**src/rtl/ls16x_counter.sv**
```systemverilog
// ls16x_counter: presettable counter with a programmable modulus, generalising
// the 74LS160/161/163/191 family. The clear is synchronous, the reset is
// asynchronous, and the carry output can be cascaded.
// Optional feature: define LS16X_UPDOWN_EN to add the UP port, which turns on
// LS191-style up/down counting. Without it the counter only counts up.
module ls16x_counter #(
  parameter int WIDTH   = 4,
  parameter int MODULUS = 2 ** WIDTH
) (
  input  logic             CLK,
  input  logic             RST,
  input  logic             CLR,
  input  logic             LOAD,
  input  logic [WIDTH-1:0] D,
  input  logic             ENP,
  input  logic             ENT,
`ifdef LS16X_UPDOWN_EN
  input  logic             UP,
`endif
  output logic [WIDTH-1:0] Q,
  output logic             RCO
);

  // The highest in-range count, truncated to the counter width.
  localparam int               MAX_INT = MODULUS - 1;
  localparam logic [WIDTH-1:0] MAX_VAL = MAX_INT[WIDTH-1:0];

  logic [WIDTH-1:0] q_reg;
  logic [WIDTH-1:0] q_next;
  logic             count_up;
  logic             tc;

`ifdef LS16X_UPDOWN_EN
  assign count_up = UP;
`else
  assign count_up = 1'b1;
`endif

  // The next state follows the priority clear > load > count > hold.
  // Counting up compares with >= so that an out-of-range preload returns
  // to 0 on a single count. Counting down only wraps when Q is 0.
  always_comb begin
    q_next = q_reg;
    if (CLR) begin
      q_next = '0;
    end else if (LOAD) begin
      q_next = D;
    end else if (ENP && ENT) begin
      if (count_up) begin
        q_next = (q_reg >= MAX_VAL) ? '0 : q_reg + 1'b1;
      end else begin
        q_next = (q_reg == '0) ? MAX_VAL : q_reg - 1'b1;
      end
    end
  end

  // The state register. Reset clears it immediately and does not wait for a clock edge.
  always_ff @(posedge CLK or posedge RST) begin
    if (RST) begin
      q_reg <= '0;
    end else begin
      q_reg <= q_next;
    end
  end

  // The terminal count depends on the current direction. RCO is ENT gated with
  // the terminal count and does not depend on ENP, CLR or LOAD.
  always_comb begin
    tc  = count_up ? (q_reg == MAX_VAL) : (q_reg == '0);
    RCO = ENT & tc;
  end

  assign Q = q_reg;

endmodule

```
**config.mk**
```make
export PLATFORM = sky130hd
export DESIGN_NAME = ls16x_counter
export DESIGN_NICKNAME = d
export VERILOG_FILES = /design/src/rtl/ls16x_counter.sv
export SDC_FILE = /design/constraint.sdc
export NUM_CORES = 1
export LEC_CHECK = 0
export ABC_AREA = 0
export BUFFER_PORTS_ARGS = -buffer_cell sky130_fd_sc_hd__buf_4
export CAP_MARGIN = 10
export CORE_AREA = 8 8 45 47
export DETAILED_ROUTE_END_ITERATION = 16
export DIE_AREA = 0 0 53 55
export HOLD_SLACK_MARGIN = 0.08
export SYNTH_ARGS = -nofsm -noshare
export SYNTH_HDL_FRONTEND = slang
export SYNTH_SLANG_ARGS = --single-unit
```
**constraint.sdc**
```tcl
create_clock -name CLK -period 1.6 [get_ports CLK]
set_clock_uncertainty 0.1 [all_clocks]
set_input_delay 0.16 -clock CLK [delete_from_list [all_inputs] [get_ports CLK]]
set_output_delay 0.16 -clock CLK [all_outputs]
set_load 0.02 [all_outputs]
```
==> metrics.md <==
| Metric | Value |
|---|---|
| Status | complete, no violations |
| CTS tree | built |
| Setup bufs post-CTS | 0 |
| Die Area | 2915 um2 |
| Global Route Usage Sum | 6.407% |
| Core area | 1384 um2 |
| Top cells by area, synth | dfrtp_1, a21oi_1, ha_1, nor2b_1, inv_1 |
| Max-cap violations | 0 |
| First-pass GRT wire length | 1345 um |
| Largest register FFs | 4 |
| Number of synthesized register bits | 4 |
| Maximum vdd drop | 0.2771 mV |
| Most frequent cell after synthesis | dfrtp_1 |
| Yosys top cell by area | dfrtp_1 |
| Crit share post-route | 94.99% |
| Initial DRC Count | 6 |
| EDFF count, synth | 0 |
| Buf/Inv on CP | 1 |
| Final Hold Fails | 0 |
| Vias per cell | 4.682 |
| # nets final | 63 |
| Worst skew pair latency | 230 ps |
| Vias | 309 |
| Startpoint Class | flop |
| Crit-path leading delay family | flip-flops |
| Pin count of the biggest net entering global routing | 10 |
| CTS Sinks | 4 |
| Slew margin rel. | 85.38% |
| H-Tree Depth | 1 |
| Clock root cell | clkbuf_4 |
| Most used DFF post-synth | dfrtp_1 |
| Pre-antenna DRT Iters | 4 |
| Placed cell areas | 385.4 um2 |
| Sw frac | 26.84% |
| Boundary Pins | 15 |
| Combinational power share | 24.8% |
| Clk slew on worst S/H paths | 40 ps |
| DRC | 0 |
| Clk pwr share | 38.1% |
| Leakage power | 0.2110 nW |
| CP Class | flop to primary output |
| Fin crit period | 1520 ps |
| Placer Congestion | 0.6897 |
| Final WL | 896 um |
| Share of layout cells above drive strength 1 | 42.00% |
| Setup tns final | 0 ps |
| Die height | 55 um |
| Total CTS buffers | 3 |
| RSZ-0062 raised after global routing | false |
| Area Growth Syn to Fin | 71.09% |
| Finish-stage setup viols | 0 |
| Slowest Stage Delay on Critical Path | 430 ps |
| Flop pwr share | 37.1% |
| CP arrival | 1260 ps |
| Max-slew violation count | 0 |
| Die width | 53 um |
| Total gr overflow | 0 |
| NetSw | 0.00008691 W |
| Routed WL per cell | 13.58 um |
| Detail Route Antenna Nets | 0 |
| Int Pwr | 0.0002370 W |
| Pwr per Cell Area | 717.0 nW/um2 |
| Clk buf depth | 2 |
| Synth cell types | 22 |
| Initial antenna violation count | 0 |
| YS warnings | 0 |
| Top post-synthesis cells by count | dfrtp_1, a21oi_1, inv_1 |
| CP max stage cell | dfrtp_2 |
| Post-route cell area | 451.7 um2 |
| Mean Syn Cell Area | 8.800 um2 |
| Mapped Nets | 41 |
| Fmax | 0.6579 GHz |
| Initial Utilization | 19.08% |
| Post-synth ARST share | 100.0% |
| Row count | 14 |
| Req. time, crit path | 1340 ps |
| Dpl hpwl | 710.4 um |
| Antenna cells | 0 |
| Hold Crit Class | input port to flop |
| Filler Cells Inserted | 153 |
| Port bufs | 14 |
| Kind of end point of the critical path | primary output |
| Vias in the first global route | 300 |
| Actual slew at the worst max-slew pin | 217.6 ps |
| Mapped Area | 264.0 um2 |
| Share of the synthesized area in the top cell type | 37.91% |
| Seq/Total Area, Yosys | 37.91% |
| CP max FO | 6 |
| Crit-path cells | ha_2 > and4_2 > buf_4 |
| Synth Instances | 30 |
==> cell usage in the layout (no fill, tap or decap), types with 2 or more instances in the layout <==
cell / synthesis / layout
buf_4: 0 / 14
dlygate4sd3_1: 0 / 4
dfrtp_1: 4 / 3
inv_1: 3 / 3
a21oi_1: 3 / 3
clkbuf_4: 0 / 3
nor2b_1: 2 / 2
==> final timing paths <==
check                              endpoint        startpoint  cells after the start  slack [ps]
hold reg to reg            Q[0]$_DFFE_PP0P_  Q[0]$_DFFE_PP0P_                      2         530
setup / recovery                        RCO  Q[0]$_DFFE_PP0P_                      3          80
min in group asynchronous  Q[2]$_DFFE_PP0P_               RST                      3         270
setup reg to reg           Q[0]$_DFFE_PP0P_  Q[0]$_DFFE_PP0P_                      3         180
max in group asynchronous  Q[0]$_DFFE_PP0P_               RST                      3         970
hold / removal             Q[2]$_DFFE_PP0P_              D[2]                      4         150
==> cells by family (layout without fill, tap and decap cells) <==
group	after synthesis	in the layout	share of synthesized area (%)
buf+inv	5	25	7.106
fa+ha+maj	1	1	4.739
compound gates	10	10	25.59
flops	4	4	37.92
xor+xnor	1	1	3.318
simple gates	9	9	21.33
==> metrics by stage <==
step / utilization, % / setup slack (ps) / total power, W / instances / hold WS (ps)
2_1_floorplan: - / 101.5 / 0.0001536 / 30 / -173.9
3_3_place_gp: 27.85 / 173.1 / 0.0001925 / 59 / -41.45
3_5_place_dp: 27.85 / 133.6 / 0.0001939 / 59 / -37.02
4_1_cts: 31.65 / 13.50 / 0.0003308 / 65 / 85.51
5_1_grt: 32.64 / 36.70 / 0.0003476 / 66 / 167.7
6_report: 32.64 / 80.10 / 0.0003239 / 66 / 154.3
==> area by class of cell <==
| type | instances | area [um2] | share of cell area (%) |
|---|---|---|---|
| multi-input combinational | 21 | 147.6 | 32.69 |
| timing repair buffer | 18 | 145.1 | 32.13 |
| sequential | 4 | 101.3 | 22.44 |
| clock buffer | 3 | 22.52 | 4.986 |
| tap | 16 | 20.02 | 4.432 |
| inverter | 4 | 15.01 | 3.324 |
==> worst reg2reg max path, cell delays in order, from the launching register on <==
cell and delay [ps]:
dfrtp_2 430, ha_2 220, a311o_1 350, a221oi_1 220
==> per-layer routing <==
metal / share of wire [%] / global-route usage, % / up-vias
li1: - / - / 153
met1: 37 / 5.657 / 148
met4: 0 / 3.879 / 0
met2: 56 / 11.52 / 8
met5: 0 / 0 / -
met3: 6.7 / 3.209 / 0
==> power by group through the flow <==
stage	Combinational, W	Clock [W]	Sequential (W)
global placement	0.0000727	0	0.000120
finish	0.0000804	0.000123	0.000120
CTS	0.0000794	0.000132	0.000119
floorplan	0.0000259	0	0.000128
detailed placement	0.0000731	0	0.000121
global route	0.0000885	0.000138	0.000121
==> repair_timing <==
| item | CTS | global route |
|---|---|---|
| hold endpoints to repair | 7 | 1 |
| hold buffers | 3 | 1 |
| setup endpoints to repair | 0 | 1 |
| gates resized for setup | 0 | 2 |
Note: power is estimated with default switching activity, not from simulation.
